<file path="src/rtl/accum_sequencer.sv">
// Multi-operand accumulation stage: sums N_SAMPLES operands through a ripple-carry chain.
// Optional SATURATE_EN macro clamps the accumulator to all-ones on carry-out instead of wrapping.
module accum_sequencer_fa (
  input  logic a,
  input  logic b,
  input  logic ci,
  output logic s,
  output logic co
);
  assign s  = a ^ b ^ ci;
  assign co = (a & b) | (ci & (a ^ b));
endmodule

module accum_sequencer #(
  parameter int WIDTH     = 4,
  parameter int ACC_WIDTH = 6,
  parameter int N_SAMPLES = 8
) (
  input  logic                 clk,
  input  logic                 rst_n,
  input  logic                 start,
  input  logic                 clear,
  input  logic                 in_valid,
  input  logic [WIDTH-1:0]     in_data,
  output logic                 in_ready,
  output logic                 out_valid,
  input  logic                 out_ready,
  output logic [ACC_WIDTH-1:0] out_sum,
  output logic                 out_ovf,
  output logic                 busy
);
  typedef enum logic [1:0] {IDLE, ACCUM, DONE} state_t;

  localparam logic [7:0] LAST = 8'(N_SAMPLES - 1);

  state_t               state;
  logic [ACC_WIDTH-1:0] acc;
  logic [7:0]           count;
  logic                 ovf;

  logic [ACC_WIDTH-1:0] addend;
  logic [ACC_WIDTH-1:0] sum;
  logic [ACC_WIDTH:0]   carry;
  logic [ACC_WIDTH-1:0] acc_nxt;

  assign addend   = {{(ACC_WIDTH-WIDTH){1'b0}}, in_data};
  assign carry[0] = 1'b0;

  for (genvar g = 0; g < ACC_WIDTH; g++) begin : g_fa
    accum_sequencer_fa u_fa (
      .a  (acc[g]),
      .b  (addend[g]),
      .ci (carry[g]),
      .s  (sum[g]),
      .co (carry[g+1])
    );
  end

`ifdef SATURATE_EN
  // Once clamped, any further nonzero add carries again, so acc stays at all-ones.
  assign acc_nxt = carry[ACC_WIDTH] ? {ACC_WIDTH{1'b1}} : sum;
`else
  assign acc_nxt = sum;
`endif

  assign out_sum = acc;
  assign out_ovf = ovf;

  always_ff @(posedge clk or negedge rst_n) begin
    if (!rst_n) begin
      state     <= IDLE;
      acc       <= '0;
      count     <= '0;
      ovf       <= 1'b0;
      in_ready  <= 1'b0;
      out_valid <= 1'b0;
      busy      <= 1'b0;
    end else if (clear) begin
      state     <= IDLE;
      acc       <= '0;
      count     <= '0;
      ovf       <= 1'b0;
      in_ready  <= 1'b0;
      out_valid <= 1'b0;
      busy      <= 1'b0;
    end else begin
      case (state)
        IDLE: if (start) begin
          state    <= ACCUM;
          acc      <= '0;
          count    <= '0;
          ovf      <= 1'b0;
          in_ready <= 1'b1;
          busy     <= 1'b1;
        end
        ACCUM: if (in_valid) begin
          acc   <= acc_nxt;
          ovf   <= ovf | carry[ACC_WIDTH];
          count <= count + 8'd1;
          if (count == LAST) begin
            state     <= DONE;
            in_ready  <= 1'b0;
            out_valid <= 1'b1;
          end
        end
        DONE: if (out_ready) begin
          // acc/ovf are kept so the last result remains observable until the next start.
          state     <= IDLE;
          out_valid <= 1'b0;
          busy      <= 1'b0;
        end
        default: begin
          state     <= IDLE;
          in_ready  <= 1'b0;
          out_valid <= 1'b0;
          busy      <= 1'b0;
        end
      endcase
    end
  end
endmodule
</file>
<file path="config.mk">
export PLATFORM = sky130hd
export DESIGN_NAME = accum_sequencer
export DESIGN_NICKNAME = d
export VERILOG_FILES = /design/src/rtl/accum_sequencer.sv
export SDC_FILE = /design/constraint.sdc
export NUM_CORES = 1
export LEC_CHECK = 0
export ABC_AREA = 1
export BUFFER_PORTS_ARGS = -buffer_cell sky130_fd_sc_hd__buf_2
export CAP_MARGIN = 20
export CORE_AREA = 3 3 54 65
export DETAILED_ROUTE_END_ITERATION = 8
export DIE_AREA = 0 0 57 68
export PLACE_DENSITY = 0.73
export SLEW_MARGIN = 20
export SYNTH_ARGS = -nofsm -noshare
export SYNTH_HDL_FRONTEND = slang
export SYNTH_SLANG_ARGS = --single-unit
</file>
<file path="constraint.sdc">
create_clock -name clk -period 2.3 [get_ports clk]
set_clock_uncertainty 0.1 [all_clocks]
set_input_delay 0.115 -clock clk [delete_from_list [all_inputs] [get_ports clk]]
set_output_delay 0.115 -clock clk [all_outputs]
set_load 0.02 [all_outputs]
</file>
==> impl_metrics.yaml <==
status:
  outcome: "complete, no violations"
detailed_routing:
  drt-total-wl_um: 2300
  avgViaCountPerCell: 4.82
  drt_iter0_markers: 22
  wl_per_cell_um: 11.2
  num_vias: 992
  remaining_drc_errors: 0
  drt_first_pass_iters: 4
  final_antenna_net_count: 0
global_route:
  grt_pass1_vias: 933
  grt_pass1_wl_um: 4010
  grt_max_degree: 21
  grt.total_usage: 0.134
  overflow: 0
  antenna_found_initial: 0
critical_path:
  reg2reg_slack_ps: 80
  worstPathRequired_ps: 2430
  crit_fanout: 2
  critPathKind: "register to register"
  cp-start-kind: "register"
  endpoint_kind: "register"
  cp.arrival_ps: 2350
power:
  clkPwrFrac: 0.177
  peakVddDrop_mv: 0.562
  switchingPower_w: 0.000511
  powerDensity_nw_per_um2: 857
  p_leak_nw: 0.706
  p_sw_frac: 0.433
  pwr-share-comb: 0.430
  intPower_w: 0.000669
  total_power_w: 0.00118
  p_seq_frac: 0.393
finish:
  antenna_cells: 0
  fill_cells: 296
  nets: 190
  drive_gt1_frac: 0.285
  area_growth_pct: 13.6
  stdcell_area_um2: 1380
yosys:
  ys_ff_latch: 20
  yosys.area.top_type: "dfrtp_1"
  syn_area_per_cell_um2: 7.81
  ys_seq_area_frac: 0.413
  synthCells: 155
  synth_area_leaders: "dfrtp_1 (41%), nand2_1 (13%), inv_1 (6.8%)"
  syn_area_um2: 1210
  syn-num-nets: 172
  netlist-cell-type-count: 24
  synth_warnings: 0
  yosysTopAreaCellShare: 0.413
sta:
  rsz0062_at_grt: "true"
  tightest_slew_ps: 444
  fmax_mhz: 451
  finalHoldViolations: 0
  maxSlewHeadroom: 0.704
  hold_slack_ps: 27.3
  setup_viol: 0
  fin_crit_sh: 0.964
  drv_slew: 0
  fin_crit_ps: 2220
cts:
  cts_tree: "built"
  cts_buffer_depth: 2
  clk_latency_ps: 310
  cts_made_buffers: 3
  cts.clk_slew.worst_paths_ps: 120
  cts_max_level: 1
  cts_root_buf: "clkbuf_4"
  clock-sinks: 20
job:
  drv_cap: 0
floorplanning:
  die_area_um2: 3880
  die_h_um: 68
  pin_count: 20
  start_util: 0.419
  die_w_um: 57
  fp-row-count: 21
  core_area_um2: 2890
hold_path:
  hp-class: "input port to register"
place:
  gp_congestion: 0.828
  dp_hpwl_um: 1730
  postPlaceCellArea_um2: 1290
  portBuffers: 19
==> per-stage QoR <==
step / util / instances / setup WS [ps] / TNS [ps]
2_1_floorplan: - / 155 / 99.7 / 0
4_1_cts: 0.464 / 206 / 13.1 / 0
5_1_grt: 0.476 / 206 / -9.17 / -9.17
6_report: 0.476 / 206 / 82.8 / 0
3_3_place_gp: 0.448 / 201 / 55.1 / 0
3_5_place_dp: 0.448 / 201 / 32.0 / 0
==> Yosys cell counts <==
cell / number
nor2_2: 6
nor3_1: 1
buf_6: 1
or2_2: 1
inv_2: 1
o31ai_1: 2
inv_1: 22
nand3_1: 10
a21boi_1: 1
buf_4: 6
nand3_2: 1
o21ai_0: 6
nand2_2: 2
nand2_1: 41
clkinv_2: 1
ha_1: 4
o21ai_2: 2
o21bai_2: 1
a21oi_1: 3
dfrtp_1: 20
nand4_1: 2
fa_1: 3
nor2_1: 17
buf_2: 1
==> what timing repair did <==
item                                   CTS  global route
setup buffers                            0             0
hold buffers                             1             0
endpoints found under the hold margin   20             0
setup endpoints to repair                0             3
resized for setup                        0            13
==> state kept, by name, summed over array words and instances, names as in the netlist <==
name,flops
count,8
out_valid,1
out_ovf,1
state,2
busy,1
out_sum,6
in_ready,1
==> logic make-up after synthesis <==
family,share of synthesized area
and+or+nand+nor,0.290
DFF,0.413
AOI/OAI and AO/OA,0.0795
adders and majority gates,0.0909
buffers and inverters,0.126
==> power by group through the flow <==
| stage | Clock (W) | Combinational [W] | Sequential [W] |
|---|---|---|---|
| finish | 0.000209 | 0.000507 | 0.000464 |
| global route | 0.000234 | 0.000586 | 0.000472 |
| CTS | 0.000216 | 0.000497 | 0.000463 |
| floorplan | 0 | 0.000388 | 0.000479 |
| global placement | 0 | 0.000486 | 0.000466 |
| detailed placement | 0 | 0.000493 | 0.000470 |
==> final cells by class <==
class	count	area, um^2	share of cell area
inverters	24	91.3	0.0664
clock buffers	4	36.3	0.0264
repair buffers	21	113	0.0818
multi-input cells	103	593	0.431
flip-flops and latches	20	500	0.364
well taps	34	42.5	0.0309
==> layer usage <==
| layer | up-vias | GRT usage | part of all wire |
|---|---|---|---|
| li1 | 510 | - | - |
| met1 | 460 | 0.170 | 0.46 |
| met2 | 17 | 0.224 | 0.48 |
| met3 | 5 | 0.0226 | 0.041 |
| met4 | 0 | 0.0609 | 0.018 |
| met5 | - | 0 | 0 |
==> final timing paths <==
path,end,startpoint,cells past startpoint
worst max-delay path,out_sum[5],out_sum[0],12
worst min-delay path,state[0],in_valid,4
worst max register to register,out_sum[5],out_sum[0],12
worst min register to register,in_ready,in_ready,2
max in group asynchronous,count[5],rst_n,2
min in group asynchronous,count[3],rst_n,2
==> critical path, cell delays in order (launching register included) <==
cell and delay [ps]:
dfrtp_1 400, ha_2 170, inv_2 50, fa_2 180, inv_2 40, fa_2 370
inv_2 60, fa_2 180, inv_2 40, ha_4 150, ha_4 250, nand2_1 40
o21ai_1 120
==> placed cells by master, fill, tap and decap left out <==
cell	netlist	layout
nand2_1	41	41
dfrtp_1	20	20
buf_2	1	19
inv_1	22	18
nor2_1	17	17
nand3_1	10	10
nor2_2	6	6
inv_2	1	5
o21ai_0	6	5
a21oi_1	3	3
fa_2	0	3
clkbuf_4	0	3
nand2_2	2	2
o21ai_2	2	2
nand4_1	2	2
o31ai_1	2	2
ha_4	0	2
clkinv_2	1	1
nand3_2	1	1
nor3_1	1	1
o21bai_2	1	1
or2_2	1	1
o21ai_1	0	1
a21boi_1	1	1
ha_1	4	1
ha_2	0	1
clkbuf_8	0	1
dlygate4sd3_1	0	1
buf_4	6	1
No activity file was read; power rests on OpenSTA's default activity.
